===== src/rtl/icevga_pkg.sv =====
// Shared constants and types for the icevga host read-back path.
// VRAM geometry, bus direction encoding and the responder FSM states.
package icevga_pkg;

   localparam int BUS_AW      = 11;
   localparam int BANK_W      = 2;
   localparam int VRAM_AW     = BUS_AW + BANK_W;
   localparam int SYNC_STAGES = 2;

   localparam logic DIR_HOST_TO_FPGA = 1'b1;

   typedef enum logic [2:0] {
      ST_IDLE,
      ST_REQ,
      ST_WAIT,
      ST_DRIVE,
      ST_RELEASE
   } rb_state_e;

endpackage


===== src/rtl/host_readback_if.sv =====
// Host bus strobes, VRAM read port and data-bus control for read-back.
// slave = responder side, master = host/arbiter/EBR side.
interface host_readback_if #(
   parameter int BUS_AW = 11,
   parameter int BANK_W = 2
);

   logic [BUS_AW-1:0]        hostBusAddr;
   logic                     nHostRMEM;
   logic                     nHostVRAMEn;
   logic                     nHostBankRegEn;
   logic [BANK_W-1:0]        bankReg;
   logic                     vramRdReq;
   logic                     vramRdGnt;
   logic [BUS_AW+BANK_W-1:0] vramRdAddr;
   logic [7:0]               vramRdData;
   logic [7:0]               hostRdData;
   logic                     hostRdOE;
   logic                     hostBusDir;

   modport slave (
      input  hostBusAddr,
      input  nHostRMEM,
      input  nHostVRAMEn,
      input  nHostBankRegEn,
      input  bankReg,
      output vramRdReq,
      input  vramRdGnt,
      output vramRdAddr,
      input  vramRdData,
      output hostRdData,
      output hostRdOE,
      output hostBusDir
   );

   modport master (
      output hostBusAddr,
      output nHostRMEM,
      output nHostVRAMEn,
      output nHostBankRegEn,
      output bankReg,
      input  vramRdReq,
      output vramRdGnt,
      input  vramRdAddr,
      output vramRdData,
      input  hostRdData,
      input  hostRdOE,
      input  hostBusDir
   );

endinterface


===== src/rtl/input_sync.sv =====
// N-stage synchronizer for active-low host strobes.
// Resets to 1 so a strobe reads as inactive until it is really seen.
module input_sync #(
   parameter int N = 2
) (
   input  logic clk,
   input  logic nrst,
   input  logic d_i,
   output logic q_o
);

   logic [N-1:0] sync_q;

   always_ff @(posedge clk or negedge nrst) begin
      if (!nrst) begin
         sync_q <= '1;
      end else begin
         sync_q[0] <= d_i;
         for (int i = 1; i < N; i++) begin
            sync_q[i] <= sync_q[i-1];
         end
      end
   end

   assign q_o = sync_q[N-1];

endmodule


===== src/rtl/host_readback.sv =====
// Host memory-read responder: borrows the VRAM read port or returns
// the bank register, and sequences OE/direction without contention.
module host_readback
   import icevga_pkg::*;
#(
   parameter int BUS_AW      = icevga_pkg::BUS_AW,
   parameter int BANK_W      = icevga_pkg::BANK_W,
   parameter int SYNC_STAGES = icevga_pkg::SYNC_STAGES
) (
   input  logic            clk,
   input  logic            nrst,
   host_readback_if.slave  bus
);

   localparam int AW = BUS_AW + BANK_W;

   logic rmem_s;
   logic vram_s;
   logic bank_s;

   input_sync #(.N(SYNC_STAGES)) u_sync_rmem (
      .clk  (clk),
      .nrst (nrst),
      .d_i  (bus.nHostRMEM),
      .q_o  (rmem_s)
   );

   input_sync #(.N(SYNC_STAGES)) u_sync_vram (
      .clk  (clk),
      .nrst (nrst),
      .d_i  (bus.nHostVRAMEn),
      .q_o  (vram_s)
   );

   input_sync #(.N(SYNC_STAGES)) u_sync_bank (
      .clk  (clk),
      .nrst (nrst),
      .d_i  (bus.nHostBankRegEn),
      .q_o  (bank_s)
   );

   rb_state_e       state_q, state_d;
   logic            rmem_prev_q;
   logic [AW-1:0]   addr_q, addr_d;
   logic [7:0]      data_q, data_d;
   logic            rmem_fall;
   logic            req;
   logic            oe;
   logic            dir;

   assign rmem_fall = rmem_prev_q & ~rmem_s;

   always_ff @(posedge clk or negedge nrst) begin
      if (!nrst) begin
         state_q     <= ST_IDLE;
         rmem_prev_q <= 1'b1;
         addr_q      <= '0;
         data_q      <= '0;
      end else begin
         state_q     <= state_d;
         rmem_prev_q <= rmem_s;
         addr_q      <= addr_d;
         data_q      <= data_d;
      end
   end

   // OE/dir decode straight from state so reset frees the bus at once
   always_comb begin
      state_d = state_q;
      addr_d  = addr_q;
      data_d  = data_q;
      req     = 1'b0;
      oe      = 1'b0;
      dir     = DIR_HOST_TO_FPGA;
      unique case (state_q)
         ST_IDLE: begin
            if (rmem_fall && !vram_s) begin
               addr_d  = {bus.bankReg, bus.hostBusAddr};
               state_d = ST_REQ;
            end else if (rmem_fall && !bank_s) begin
               data_d  = 8'(bus.bankReg);
               state_d = ST_DRIVE;
            end
         end
         ST_REQ: begin
            if (rmem_s) begin
               state_d = ST_IDLE;
            end else begin
               req = 1'b1;
               if (bus.vramRdGnt) state_d = ST_WAIT;
            end
         end
         ST_WAIT: begin
            if (rmem_s) begin
               state_d = ST_IDLE;
            end else begin
               data_d  = bus.vramRdData;
               state_d = ST_DRIVE;
            end
         end
         ST_DRIVE: begin
            oe  = 1'b1;
            dir = ~DIR_HOST_TO_FPGA;
            if (rmem_s) state_d = ST_RELEASE;
         end
         ST_RELEASE: begin
            dir     = ~DIR_HOST_TO_FPGA;
            state_d = ST_IDLE;
         end
         default: state_d = ST_IDLE;
      endcase
   end

   assign bus.vramRdReq  = req;
   assign bus.vramRdAddr = addr_q;
   assign bus.hostRdData = data_q;
   assign bus.hostRdOE   = oe;
   assign bus.hostBusDir = dir;

endmodule


===== src/flat_wrapper.sv =====
// flat-port wrapper written by rule: the top's interface ports become plain ports
module host_readback_flat import icevga_pkg::*;
#(
   parameter int BUS_AW      = icevga_pkg::BUS_AW,
   parameter int BANK_W      = icevga_pkg::BANK_W,
   parameter int SYNC_STAGES = icevga_pkg::SYNC_STAGES
)
  (clk, nrst, bus_hostBusAddr, bus_nHostRMEM, bus_nHostVRAMEn, bus_nHostBankRegEn, bus_bankReg, bus_vramRdReq, bus_vramRdGnt, bus_vramRdAddr, bus_vramRdData, bus_hostRdData, bus_hostRdOE, bus_hostBusDir);
  host_readback_if #(.BUS_AW(BUS_AW), .BANK_W(BANK_W)) bus_i ();
  input  logic clk;
  input  logic nrst;
  input wire logic [$bits(bus_i.hostBusAddr)-1:0] bus_hostBusAddr;
  input wire logic [$bits(bus_i.nHostRMEM)-1:0] bus_nHostRMEM;
  input wire logic [$bits(bus_i.nHostVRAMEn)-1:0] bus_nHostVRAMEn;
  input wire logic [$bits(bus_i.nHostBankRegEn)-1:0] bus_nHostBankRegEn;
  input wire logic [$bits(bus_i.bankReg)-1:0] bus_bankReg;
  output wire logic [$bits(bus_i.vramRdReq)-1:0] bus_vramRdReq;
  input wire logic [$bits(bus_i.vramRdGnt)-1:0] bus_vramRdGnt;
  output wire logic [$bits(bus_i.vramRdAddr)-1:0] bus_vramRdAddr;
  input wire logic [$bits(bus_i.vramRdData)-1:0] bus_vramRdData;
  output wire logic [$bits(bus_i.hostRdData)-1:0] bus_hostRdData;
  output wire logic [$bits(bus_i.hostRdOE)-1:0] bus_hostRdOE;
  output wire logic [$bits(bus_i.hostBusDir)-1:0] bus_hostBusDir;
  assign bus_i.hostBusAddr = bus_hostBusAddr;
  assign bus_i.nHostRMEM = bus_nHostRMEM;
  assign bus_i.nHostVRAMEn = bus_nHostVRAMEn;
  assign bus_i.nHostBankRegEn = bus_nHostBankRegEn;
  assign bus_i.bankReg = bus_bankReg;
  assign bus_vramRdReq = bus_i.vramRdReq;
  assign bus_i.vramRdGnt = bus_vramRdGnt;
  assign bus_vramRdAddr = bus_i.vramRdAddr;
  assign bus_i.vramRdData = bus_vramRdData;
  assign bus_hostRdData = bus_i.hostRdData;
  assign bus_hostRdOE = bus_i.hostRdOE;
  assign bus_hostBusDir = bus_i.hostBusDir;
  host_readback #(.BUS_AW(BUS_AW), .BANK_W(BANK_W), .SYNC_STAGES(SYNC_STAGES)) u_core (.clk(clk), .nrst(nrst), .bus(bus_i));
endmodule

===== config.mk =====
export PLATFORM = sky130hd
export DESIGN_NAME = host_readback_flat
export DESIGN_NICKNAME = d
export VERILOG_FILES = /design/src/rtl/icevga_pkg.sv /design/src/rtl/host_readback_if.sv /design/src/rtl/input_sync.sv /design/src/rtl/host_readback.sv /design/src/flat_wrapper.sv
export SDC_FILE = /design/constraint.sdc
export NUM_CORES = 1
export LEC_CHECK = 0
export ABC_AREA = 0
export BUFFER_PORTS_ARGS = -buffer_cell sky130_fd_sc_hd__buf_2
export CELL_PAD_IN_SITES_DETAIL_PLACEMENT = 1
export CELL_PAD_IN_SITES_GLOBAL_PLACEMENT = 1
export CORE_MARGIN = 2
export CORE_UTILIZATION = 30
export CTS_CLUSTER_DIAMETER = 30
export DETAILED_ROUTE_END_ITERATION = 8
export PLACE_DENSITY = 0.67
export SLEW_MARGIN = 20
export SYNTH_ARGS = -nofsm -noshare
export SYNTH_HDL_FRONTEND = slang
export SYNTH_HIERARCHICAL = 1
export SYNTH_SLANG_ARGS = --single-unit
export TNS_END_PERCENT = 100

===== constraint.sdc =====
create_clock -name clk -period 1.7 [get_ports clk]
set_input_delay 0.085 -clock clk [delete_from_list [all_inputs] [get_ports clk]]
set_output_delay 0.085 -clock clk [all_outputs]
set_load 0.02 [all_outputs]

After elaboration in Yosys (flattened, before gate mapping)
Index checks and enable logic that the tools add are counted.

cells by class
  reductions and logical operators = 10
  bitwise operators = 2
  mux-type cells = 15
  equality and inequality tests = 10

operators by type and width
  cell                count
  $mux 8              3
  $pmux 8 s2          1
  $mux 3              5
  $pmux 3 s4          1
  $eq 3x2->1 const B  2
  $ne 2x2->1 const B  3
  $mux 1              4
  $reduce_and 4->1    1
  $eq 3x1->1 const B  1
  $eq 3x3->1 const B  1
  $logic_not 3->1     1
  $ne 3x1->1 const B  1
  $ne 3x3->1 const B  1
  $reduce_and 3->1    1
  $logic_and 1x1->1   2
  $logic_not 1->1     2
  $mux 2              1
  $ne 2x1->1 const B  1
  $reduce_and 2->1    1
  $reduce_bool 2->1   1
  $reduce_or 2->1     1
  $and 1x1->1         1
  $not 1->1           1

storage, ports and cells
  bits of input ports = 27
  output and inout port bits = 24
  word-level logic and storage cells = 44
  flip-flop bits (word level) = 31

Depth between registers and ports, before layout
  depth in word-level cells = 6
  depth in mapped cells = 5
  mapped depth without buffers = 3

By module
The synthesis kept the hierarchy.

by module, submodules not included
  module         area an instance (µm²)  instances  cells an instance
  host_readback  1,088.5                 1          81
  input_sync     52.6                    3          2

Least setup slack after synthesis
OpenSTA, ideal clock, no wires.

  path type = reg2reg
  start = register u_core.rmem_prev_q
  end = register u_core.data_q[0] (netlist: u_core/bus.hostRdData[0])
  cell stages (with the launch flop) = 4
  slack = -0.062 ns
  data required time = 1.575 ns
  clock period less this slack = 1.762 ns
  arrival = 1.637 ns
  path through = dfstp_2 nand3b_4 a2111oi_4 mux2_4

on the way
  longest elaborated chain between the ends = 4
  elaborated cells on any way between the ends = 6
  classes of those cells = eq/ne: 2; bitwise: 1; reduce/logical: 3

ends and longest elaborated chain
  item                                                       RTL line                                  text
  start: declaration                                         host_readback.sv:43                       logic rmem_prev_q;
  start signal: assignment                                   host_readback.sv:61                       rmem_prev_q <= rmem_s;
  $and 1x1->1 (*)                                            host_readback.sv:51                       assign rmem_fall = rmem_prev_q & ~rmem_s;
  $logic_and 1x1->1, on equally long branches                host_readback.sv:77, host_readback.sv:80
  $ne 2x2->1 (no source line) or $ne 2x1->1 (tied branches)  n/a
  $reduce_and 4->1 (no source line) (*)                      n/a
  end signal: assignment                                     host_readback.sv:63                       data_q <= data_d;
  end: declaration                                           host_readback.sv:45                       logic [7:0] data_q, data_d;

Every way passes the cells marked *; elsewhere a longest branch is shown, timed or not.
A chain may end at the register's enable or synchronous reset.

Final worst setup path
  start = register u_core.state_q[0]
  end = register u_core.data_q[0] (netlist: u_core/bus.hostRdData[0])

on the way
  longest elaborated chain between the ends = 3
  elaborated cells on any way between the ends = 8
  classes of those cells = eq/ne: 4; mux: 1; reduce/logical: 3

ends and longest elaborated chain
  item                                                       RTL line             text
  start: declaration                                         host_readback.sv:42  rb_state_e state_q, state_d;
  start signal: assignment                                   host_readback.sv:60  state_q <= state_d;
  $eq 3x2->1 or $logic_not 3->1 (tied branches)              host_readback.sv:75  unique case (state_q)
  $ne 2x2->1 (no source line), or another cell as far along  n/a
  $reduce_and 4->1 (no source line)                          n/a

Several ways; a longest one is shown, not always the timed one.

==> impl_metrics.env <==
export IMPL_numCtsBuffers=5
export IMPL_whs_path_depth=2
export IMPL_dr_pass1_iters=3
export IMPL_io_buffers=50
export IMPL_vias=876
export IMPL_syn_to_final_growth_pct=39.06
export IMPL_ir_drop_v=0.0007931
export IMPL_slew_headroom_pct=56.61
export IMPL_yosys_register_bits=31
export IMPL_slew_viol_final=0
export IMPL_postPlaceCellArea_sq_um=1589
export IMPL_synth_nets=114
export IMPL_avgRoutedWirePerCell_microns=12.66
export IMPL_yosysWarnings=6
export IMPL_place_congestion=0.7284
export IMPL_dp_hpwl_mm=2.006
export IMPL_finalSetupViolCount=0
export IMPL_outcome="finished clean"
export IMPL_die_x_microns=68.45
export IMPL_grt_overflow_total=0
export IMPL_grt_pass1_vias=906
export IMPL_crit_path_max_fanout=9
export IMPL_path_clk_slew_ps=60
export IMPL_max_slew_worst_pin_slew_ps=650.8
export IMPL_synth_cells=87
export IMPL_final_util_pct=43.32
export IMPL_start_util_pct=31.15
export IMPL_layout_commonest_cell="buf_2"
export IMPL_p_total_mw=2.232
export IMPL_nets=176
export IMPL_dr_first_iter_drc_count=38
export IMPL_synth_avg_cell_area_sq_um=14.32
export IMPL_antenna_cells=0
export IMPL_fp_dieH_microns=68.45
export IMPL_grt_max_degree=32
export IMPL_ant_nets=0
export IMPL_cts_resized=0
export IMPL_max_freq_mhz=614.6
export IMPL_yosysSeqAreaShare_pct=62.95
export IMPL_htree_levels=2
export IMPL_period_share_pct=95.71
export IMPL_via_per_inst=4.380
export IMPL_period_minus_slack_ps=1627
export IMPL_cp_arrival_ps=1790
export IMPL_grt_usage_pct=12.95
export IMPL_layout_common_cells="buf_2, dfrtp_1, mux2_2"
export IMPL_die_area_sq_um=4685
export IMPL_cp_end_kind="register"
export IMPL_synth_cell_types=22
export IMPL_crit_required_ps=1870
export IMPL_antenna_found_initial=0
export IMPL_worstRegToRegCells=3
export IMPL_leakage_nw=0.8233
export IMPL_grt_pass1_wl_mm=4.257
export IMPL_layout_drive_gt1_share_pct=59.33
export IMPL_io_pins=51
export IMPL_drc_errors=0
export IMPL_powerDensity_nw_per_um2=1288
export IMPL_fin_worst_skew_ps=6.335
export IMPL_start_kind="register"
export IMPL_hold_viol=0
export IMPL_fp_row_count=23
export IMPL_root_buffer="clkbuf_8"
export IMPL_cap_violations=0
export IMPL_worst_skew_pair_late_latency_ps=280
export IMPL_core_area_sq_um=4000
export IMPL_rsz0062_at_grt="no"
export IMPL_wl_mm=2.532
export IMPL_syn_area_sq_um=1246
export IMPL_cts_buffer_depth=2
export IMPL_cts_tree="done"
export IMPL_cts_sinks=31
export IMPL_design_area_sq_um=1733
export IMPL_crit_type="register to register"
export IMPL_holdCritPathClass="input pin to register"
[flip-flops by register name, indices dropped and copies added (netlist names)]
register	flops
u_core/bus.vramRdAddr	13
u_core/bus.hostRdData	8
u_core/state_q	3
u_core/u_sync_bank/sync_q	2
u_core/u_sync_rmem/sync_q	2
u_core/u_sync_vram/sync_q	2
u_core/rmem_prev_q	1
[area by class of cell]
class | count | area [sq um]
inverter | 7 | 26.28
sequential | 31 | 784.5
fill | 438 | 2267
clock buffer | 7 | 96.34
tap | 50 | 62.56
clock inverter | 1 | 7.507
timing repair buffer | 58 | 332.8
multi-input combinational | 46 | 422.9
[path summary, 6_finish.rpt]
path | end | slack (ps) | start
setup reg to reg | u_core/bus.hostRdData[0]$_DFFE_PN0P_ | 70 | u_core/state_q[0]$_DFFE_PN0P_
setup / recovery | u_core/bus.hostRdData[0]$_DFFE_PN0P_ | 70 | u_core/state_q[0]$_DFFE_PN0P_
hold / removal | u_core/bus.vramRdAddr[3]$_DFFE_PN0P_ | 30 | bus_hostBusAddr[3]
hold reg to reg | u_core/u_sync_rmem/sync_q[1]$_DFF_PN1_ | 360 | u_core/u_sync_rmem/sync_q[0]$_DFF_PN1_
min in group asynchronous | u_core/bus.vramRdAddr[7]$_DFFE_PN0P_ | 370 | nrst
max in group asynchronous | u_core/state_q[0]$_DFFE_PN0P_ | 900 | nrst
[per-stage QoR]
stage | setup WS [ps] | instances | hold slack (ps) | TNS [ps]
finish | 72.91 | 200 | 34.30 | 0
global route | 12.21 | 200 | 31.06 | 0
CTS | 49.35 | 200 | 21.07 | 0
detailed placement | 28.45 | 188 | 156.0 | 0
global placement | 104.6 | 188 | 153.3 | 0
floorplan | -9.202 | 87 | -210.6 | -18.40
[worst max-delay path, cell delays in order (launching register included)]
cell and delay (ps):
dfrtp_1 490, nor3b_2 380, mux2_2 400, mux2_4 250
[synth_stat cells (all sizes together)]
library cell  number  share of area [%]
nand2              7                2.1
nand3b             1                1.6
nor2               2               0.60
nand3              1               0.40
inv                7                2.1
buf                1               0.40
and2               2                1.0
nor3               1               0.40
nor3b              3                2.2
dfstp              7                 15
mux2              17                 16
dfrtp             24                 48
mux2i              6                4.8
a211oi             1               0.60
a2111oi            1                2.2
a21oi              1               0.40
o21ai              1               0.40
o211ai             1               0.60
clkbuf             2               0.60
a21boi             1               0.60
[routing by layer]
layer	vias up	GRT usage [%]	part of all wire [%]
li1	418	-	-
met4	0	6.000	1.8
met1	423	15.44	40
met5	-	0	0
met2	30	20.31	50
met3	5	5.263	8.1
[cell families (layout without fill, tap and decap cells)]
family | after synthesis | in the layout | synth area share, %
flops | 31 | 31 | 62.95
mux | 23 | 23 | 20.78
simple gates | 17 | 17 | 8.333
buf+inv | 10 | 73 | 3.113
compound gates | 6 | 6 | 4.819
[report_power, final]
group / total, mW / switching, mW / internal [mW]
Sequential: 0.991 / 0.0903 / 0.901
Clock: 0.623 / 0.256 / 0.367
Combinational: 0.618 / 0.343 / 0.276
[repair_timing]
item                                   CTS  global route
setup buffers                            0             0
hold buffers                             4             0
endpoints found under the hold margin   27             0
setup endpoints to repair                0             0
No activity file was read; power rests on OpenSTA's default activity.
